$ cat src/rtl/hdr_input_pkg.sv
// Shared definitions for the button input path: event codes, FSM states and
// the registered event record handed from the FSM to the output slot.
package hdr_input_pkg;

  localparam logic [2:0] EVT_PRESS        = 3'd0;
  localparam logic [2:0] EVT_CLICK        = 3'd1;
  localparam logic [2:0] EVT_LONG         = 3'd2;
  localparam logic [2:0] EVT_REPEAT       = 3'd3;
  localparam logic [2:0] EVT_LONG_RELEASE = 3'd4;

  typedef enum logic [1:0] {
    ST_DISARMED  = 2'd0,
    ST_IDLE      = 2'd1,
    ST_HELD      = 2'd2,
    ST_LONG_HELD = 2'd3
  } btn_state_t;

  typedef struct packed {
    logic       vld;
    logic [2:0] code;
  } evt_t;

  function automatic int unsigned max_u(input int unsigned a, input int unsigned b);
    return (a > b) ? a : b;
  endfunction

endpackage

$ cat src/rtl/button_event.sv
// Turns a debounced button level into PRESS/CLICK/LONG/LONG_RELEASE events in a
// single-entry valid/ready slot. Define BUTTON_EVENT_REPEAT_EN for auto-repeat.
module button_event
  import hdr_input_pkg::*;
#(
  parameter int unsigned LONG_CYCLES   = 8_000_000,
  parameter int unsigned REPEAT_CYCLES = 2_000_000
) (
  input  logic       aclk,
  input  logic       aresetn,
  input  logic       btn,
  output logic       evt_valid,
  input  logic       evt_ready,
  output logic [2:0] evt_code,
  output logic       overrun,
  input  logic       overrun_clr
);

  localparam int unsigned CNT_MAX = max_u(LONG_CYCLES, REPEAT_CYCLES);
  localparam int          CNT_W   = $clog2(CNT_MAX + 1);
  localparam logic [CNT_W-1:0] LONG_LAST = CNT_W'(LONG_CYCLES - 1);
`ifdef BUTTON_EVENT_REPEAT_EN
  localparam logic [CNT_W-1:0] REP_LAST  = CNT_W'(REPEAT_CYCLES - 1);
`endif

  btn_state_t       state, state_nxt;
  logic             prev;
  logic [CNT_W-1:0] cnt, cnt_nxt;
  logic             rise, fall;
  evt_t             emit, pend;

  assign rise = btn & ~prev;
  assign fall = ~btn & prev;

  always_ff @(posedge aclk or negedge aresetn) begin
    if (!aresetn) begin
      state <= ST_DISARMED;
      prev  <= 1'b0;
      cnt   <= '0;
    end else begin
      state <= state_nxt;
      prev  <= btn;
      cnt   <= cnt_nxt;
    end
  end

  // Fall is tested before the thresholds so a release on the threshold cycle
  // reports the shorter event.
  always_comb begin
    state_nxt = state;
    cnt_nxt   = cnt;
    case (state)
      ST_DISARMED: if (!btn) state_nxt = ST_IDLE;
      ST_IDLE: begin
        if (rise) begin
          state_nxt = ST_HELD;
          cnt_nxt   = '0;
        end
      end
      ST_HELD: begin
        if (fall) begin
          state_nxt = ST_IDLE;
          cnt_nxt   = '0;
        end else if (cnt == LONG_LAST) begin
          state_nxt = ST_LONG_HELD;
          cnt_nxt   = '0;
        end else begin
          cnt_nxt = cnt + 1'b1;
        end
      end
      ST_LONG_HELD: begin
        if (fall) begin
          state_nxt = ST_IDLE;
          cnt_nxt   = '0;
        end
`ifdef BUTTON_EVENT_REPEAT_EN
        else if (cnt == REP_LAST) cnt_nxt = '0;
        else                      cnt_nxt = cnt + 1'b1;
`endif
      end
      default: state_nxt = ST_DISARMED;
    endcase
  end

  always_comb begin
    emit = '0;
    case (state)
      ST_IDLE: if (rise) emit = '{vld: 1'b1, code: EVT_PRESS};
      ST_HELD: begin
        if (fall)                   emit = '{vld: 1'b1, code: EVT_CLICK};
        else if (cnt == LONG_LAST)  emit = '{vld: 1'b1, code: EVT_LONG};
      end
      ST_LONG_HELD: begin
        if (fall) emit = '{vld: 1'b1, code: EVT_LONG_RELEASE};
`ifdef BUTTON_EVENT_REPEAT_EN
        else if (cnt == REP_LAST) emit = '{vld: 1'b1, code: EVT_REPEAT};
`endif
      end
      default: ;
    endcase
  end

  // Events pass through one register stage before the slot, giving a fixed
  // two-cycle latency from the btn change to evt_valid.
  always_ff @(posedge aclk or negedge aresetn) begin
    if (!aresetn) begin
      pend      <= '0;
      evt_valid <= 1'b0;
      evt_code  <= EVT_PRESS;
      overrun   <= 1'b0;
    end else begin
      pend <= emit;
      if (pend.vld && (!evt_valid || evt_ready)) begin
        evt_valid <= 1'b1;
        evt_code  <= pend.code;
      end else if (evt_valid && evt_ready) begin
        evt_valid <= 1'b0;
      end
      if (pend.vld && evt_valid && !evt_ready) overrun <= 1'b1;
      else if (overrun_clr)                    overrun <= 1'b0;
    end
  end

endmodule

$ cat config.mk
export PLATFORM = sky130hd
export DESIGN_NAME = button_event
export DESIGN_NICKNAME = d
export VERILOG_FILES = /design/src/rtl/hdr_input_pkg.sv /design/src/rtl/button_event.sv
export SDC_FILE = /design/constraint.sdc
export NUM_CORES = 1
export LEC_CHECK = 0
export BUFFER_PORTS_ARGS = -buffer_cell sky130_fd_sc_hd__buf_2
export CAP_MARGIN = 20
export CELL_PAD_IN_SITES_DETAIL_PLACEMENT = 0
export CELL_PAD_IN_SITES_GLOBAL_PLACEMENT = 1
export CORE_MARGIN = 3
export CORE_UTILIZATION = 50
export CTS_CLUSTER_SIZE = 40
export DETAILED_ROUTE_END_ITERATION = 8
export PLACE_DENSITY = 0.88
export SLEW_MARGIN = 20
export SYNTH_ARGS = -nofsm -noshare
export SYNTH_HDL_FRONTEND = slang
export SYNTH_SLANG_ARGS = --single-unit
$ cat constraint.sdc
create_clock -name aclk -period 4.6 [get_ports aclk]
set_clock_uncertainty 0.05 [all_clocks]
set_input_delay 0.92 -clock aclk [delete_from_list [all_inputs] [get_ports aclk]]
set_output_delay 0.92 -clock aclk [all_outputs]
set_load 0.01 [all_outputs]
# Word level (Yosys, flattened, before mapping)
# Cells that the tools add are included.
[totals]
reg_bits = 35
word_cells = 54
in_bits = 5
[classes]
n_addsub = 1
eq_ne = 8
muxes = 20
reduce_logical = 13
bitwise_logic = 4
[ops]
columns = ["operator", "count"]
rows = [
  ["two-way mux 23 bit", 4],
  ["one-hot mux 23 bit (3 select lines)", 1],
  ["adder 23 x 1 -> 23 bit (second input constant)", 1],
  ["equality test 23 bit (second input constant)", 1],
  ["two-way mux 4 bit", 4],
  ["one-hot mux 4 bit (3 select lines)", 1],
  ["two-way mux 2 bit", 5],
  ["one-hot mux 2 bit (4 select lines)", 1],
  ["!= test 2 bit (second input constant)", 3],
  ["equality test 2 bit (second input constant)", 2],
  ["logical AND 1 bit", 4],
  ["two-way mux 1 bit", 4],
  ["AND reduction 4 bit", 1],
  ["nonzero test 2 bit", 2],
  ["!= test 3 bit (second input constant)", 1],
  ["AND reduction 3 bit", 1],
  ["nonzero test 3 bit", 1],
  ["AND 1 bit", 2],
  ["equality test 2 x 1 -> 1 bit (second input constant)", 1],
  ["zero test 1 bit", 2],
  ["zero test 2 bit", 1],
  ["inverter 1 bit", 2],
  ["logical OR 1 bit", 1],
]

# Longest topological paths before layout
[depth]
word_depth = 4
mapped_depth = 8

# Worst setup path before layout
# Ideal clock, no wire load.
[synth_path]
kind = "input to register"
from = "in btn"
to = "reg cnt[22]"
n_path_buf = 0
arrival_ns = 2.039
cell_stages = 5
t_required_ns = 4.474
path_slack_ns = 2.435
path_cell_list = "nand2b_1 a21oi_1 o21bai_1 or4_1 o21ai_1"
[synth_via]
elab_chain_len = 4
word_cells_on_any_way = 8
cone_classes = "eq/ne: 2; mux: 2; bitwise: 3; reduce/logical: 1"
[synth_rtl]
columns = ["element", "line", "source"]
rows = [
  ["start: declaration", "button_event.sv:11", "input logic btn,"],
  ["inverter 1 bit", "button_event.sv:33", "assign fall = ~btn & prev;"],
  ["AND 1 bit", "button_event.sv:33", ""],
  ["two-way mux 23 bit / != test 2 bit (equally long branches)", "--", ""],
  ["one-hot mux 23 bit (3 select lines) / AND reduction 3 bit (equally long branches)", "--", ""],
  ["end signal: assignment", "button_event.sv:43", "cnt <= cnt_nxt;"],
  ["end: declaration", "button_event.sv:28", "logic [CNT_W-1:0] cnt, cnt_nxt;"],
]
# Parallel ways exist; a longest one is shown, timed or not.
# A chain may end at the register's enable or synchronous reset.

# Final worst setup path
[layout_path]
from = "reg state[1]"
to = "reg cnt[6]"
[layout_via]
elab_chain_len = 3
word_cells_on_any_way = 8
cone_classes = "eq/ne: 5; mux: 1; reduce/logical: 2"
[layout_rtl]
columns = ["element", "line", "source"]
rows = [
  ["start: declaration", "button_event.sv:26", "btn_state_t state, state_nxt;"],
  ["start signal: assignment", "button_event.sv:41", "state <= state_nxt;"],
  ["equality test 2 bit / equality test 2 x 1 -> 1 bit (equally long branches)", "button_event.sv:52", "case (state)"],
  ["!= test 2 bit (no line) / nonzero test 3 bit (equally long branches)", "--", ""],
  ["AND reduction 3 bit (no line)", "--", ""],
]
# Parallel ways exist; a longest one is shown, timed or not.

==> flow_metrics.env <==
export IMPL_ys_top_cells_by_count="35 x dfrtp_1, 23 x a31oi_1, 18 x nand2_1"
export IMPL_cts_setup_buffers=0
export IMPL_max_freq_mhz=403.6
export IMPL_synth_top_area_share_pct=43.08
export IMPL_synth_area_per_cell_sq_um=9.682
export IMPL_initial_core_util_pct=53.52
export IMPL_crit_path_end_kind="register"
export IMPL_antenna_diode_count=0
export IMPL_die_h_microns=69.77
export IMPL_row_count=22
export IMPL_seq_area_frac_synth_pct=43.08
export IMPL_synth_yosys_warnings=0
export IMPL_synth_xor_area_share_pct=0
export IMPL_nets=232
export IMPL_hold_path_class="register to register"
export IMPL_grt_max_degree=36
export IMPL_root_buffer="clkbuf_8"
export IMPL_fin_crit_sh_pct=53.87
export IMPL_syn2layout_area_growth_pct=8.493
export IMPL_p_total_uw=892.9
export IMPL_crit_fanout=17
export IMPL_synth_area_top_cells="dfrtp_1 43%, a31oi_1 7.1%, ha_1 4.3%"
export IMPL_hpwl_mm=2.972
export IMPL_postRouteAntennaNets=0
export IMPL_fin_setup_tns_ps=0
export IMPL_async_reset_ff_share_pct=100.0
export IMPL_cts_resized=0
export IMPL_syn_nets=222
export IMPL_rsz0062_at_grt="no"
export IMPL_avgViaCountPerCell=6.357
export IMPL_cp_slowest_cell="nor4_4"
export IMPL_fillCellCount=326
export IMPL_dieWidth_microns=69.77
export IMPL_setup_viol=0
export IMPL_route_detailed_drc=0
export IMPL_slowest_delay_ps=720
export IMPL_port_buffers=9
export IMPL_power_leakage_nw=0.9767
export IMPL_cap_violations=0
export IMPL_grt_pass1_vias=1694
export IMPL_cts_made_buffers=5
export IMPL_clock_sinks=35
export IMPL_synth_top_family_by_area="simple AND/OR/NAND/NOR gates"
export IMPL_p_per_area_nw_per_um2=404.8
export IMPL_worstPathArrival_ps=2640
export IMPL_worst_ir_drop_vdd_uv=266.2
export IMPL_post_drt_wl_per_cell_microns=16.65
export IMPL_drt_iter0_drc=131
export IMPL_netlist_top_cell_by_area="dfrtp_1"
export IMPL_worstMarginPinSlew_ps=945.8
export IMPL_synth_mux_area_share_pct=3.262
export IMPL_path_clk_slew_ps=70
export IMPL_path_delay_family="simple AND/OR/NAND/NOR gates"
export IMPL_grt_overflow=0
export IMPL_coreArea_sq_um=3799
export IMPL_synth_area_sq_um=2033
export IMPL_layout_min_cycle_time_ps=2478
export IMPL_cp_num_buf_inv=1
export IMPL_critPathLaunchType="register"
export IMPL_synth_edf_count=0
export IMPL_cts_tree="built"
export IMPL_antenna_found_initial=0
export IMPL_gp_congestion=0.8832
export IMPL_vias=1710
export IMPL_grt_usage_pct=19.80
export IMPL_crit_path_cell_trace="inv_1, ha_1, maj3_1, nor4_4, nand2_1, o22ai_1"
export IMPL_synthAdderAreaFrac_pct=4.800
export IMPL_critPathRequiredTime_ps=4760
export IMPL_syn_inst=210
export IMPL_synth_seq_cells=35
export IMPL_cts_htree_levels=2
export IMPL_clock_latency_ps=290
export IMPL_synth_compound_area_share_pct=19.38
export IMPL_ys_types=42
export IMPL_drv_slew=0
export IMPL_hold_violations=0
export IMPL_crit_type="register to register"
export IMPL_synthSimpleGateAreaFrac_pct=26.03
export IMPL_status="completed"
export IMPL_dr_pass1_iters=5
export IMPL_grt_pass1_wl_mm=7.707
export IMPL_cts_buffer_depth=2
export IMPL_synth_most_common_cell="dfrtp_1"
export IMPL_maxSlewHeadroom_pct=36.47
export IMPL_synth_flop_cell="dfrtp_1"
export IMPL_wl_mm=4.479
export IMPL_ios=10
export IMPL_cts_hold_buf=0
export IMPL_drive_gt1_share_pct=14.93
export IMPL_die_area_sq_um=4868
[power breakdown]
part	total (mW)	switching, mW	leakage, nW	internal [mW]
Combinational	0.291	0.194	0.444	0.0977
Sequential	0.351	0.0192	0.481	0.332
Clock	0.250	0.114	0.0515	0.137
Total	0.893	0.326	0.977	0.566
[logic make-up (layout without fill, tap and decap cells)]
logic type	count (synthesis)	count (layout)
simple gates	85	85
mux	6	6
compound gates	60	60
fa+ha+maj	8	8
buf+inv	16	27
flops	35	35
[tightest hold or removal path, delay by kind of cell, from the launching register on]
kind	cells	cell delay, ps
and+or+nand+nor	1	50
DFF	1	340
buffers and inverters	1	50
[cells in the final DEF, fill, tap and decap left out, types with 3 or more instances in the layout]
cell,synthesis,layout
nand3_1,8,8
ha_1,7,7
buf_2,5,9
nor2_1,12,12
nor4_1,4,4
o22ai_1,4,4
dfrtp_1,35,35
o21ai_0,8,8
mux2_2,5,5
a41oi_1,6,6
inv_1,10,10
a21oi_1,8,8
nand2_1,18,18
clkbuf_8,0,7
a31oi_1,23,23
and2_1,3,3
nand2b_1,11,11
and3_1,7,7
nand4_1,3,3
a21o_1,4,4
[worst paths after layout]
check	from	to	slack, ps	cells past startpoint
min in group asynchronous	aresetn	overrun	650	1
worst min register to register	pend[3]	evt_valid	420	2
worst min-delay path	pend[3]	evt_valid	420	2
worst max register to register	state[1]	cnt[6]	2120	6
worst max-delay path	state[1]	cnt[6]	2120	6
max in group asynchronous	aresetn	cnt[5]	3360	1
[flip-flops by register name, summed over array words and instances (netlist names)]
register   cells
prev           1
state          2
pend           4
cnt           23
evt_code       3
overrun        1
evt_valid      1
[layout make-up]
cell class	instances	area [sq um]	share of cell area, %
clock buffer	8	100.1	4.538
timing repair buffer	9	45.04	2.042
tap	48	60.06	2.723
inverter	10	37.54	1.702
multi-input combinational	159	1087	49.29
sequential	35	875.8	39.70
[metal layers]
layer / wire length, microns / share of wire, % / global-route usage (%) / vias to the layer above
li1: - / - / - / 813
met1: 2107 / 47 / 24.79 / 857
met2: 2111 / 47 / 32.21 / 35
met3: 184 / 4.1 / 4.493 / 5
met4: 75 / 1.7 / 9.362 / 0
met5: 0 / 0 / 0 / -
[through the flow]
step / instances / hold slack [ps] / worst slack, ps / util [%] / instance area [sq um]
floorplan: 210 / 389.5 / 2435 / - / 2033
global placement: 261 / 398.1 / 1948 / 55.43 / 2106
detailed placement: 261 / 410.4 / 1880 / 55.43 / 2106
CTS: 269 / 426.0 / 2127 / 58.07 / 2206
global route: 269 / 457.0 / 1960 / 58.07 / 2206
finish: 269 / 422.1 / 2122 / 58.07 / 2206
Power figures use the tool's default switching activity.
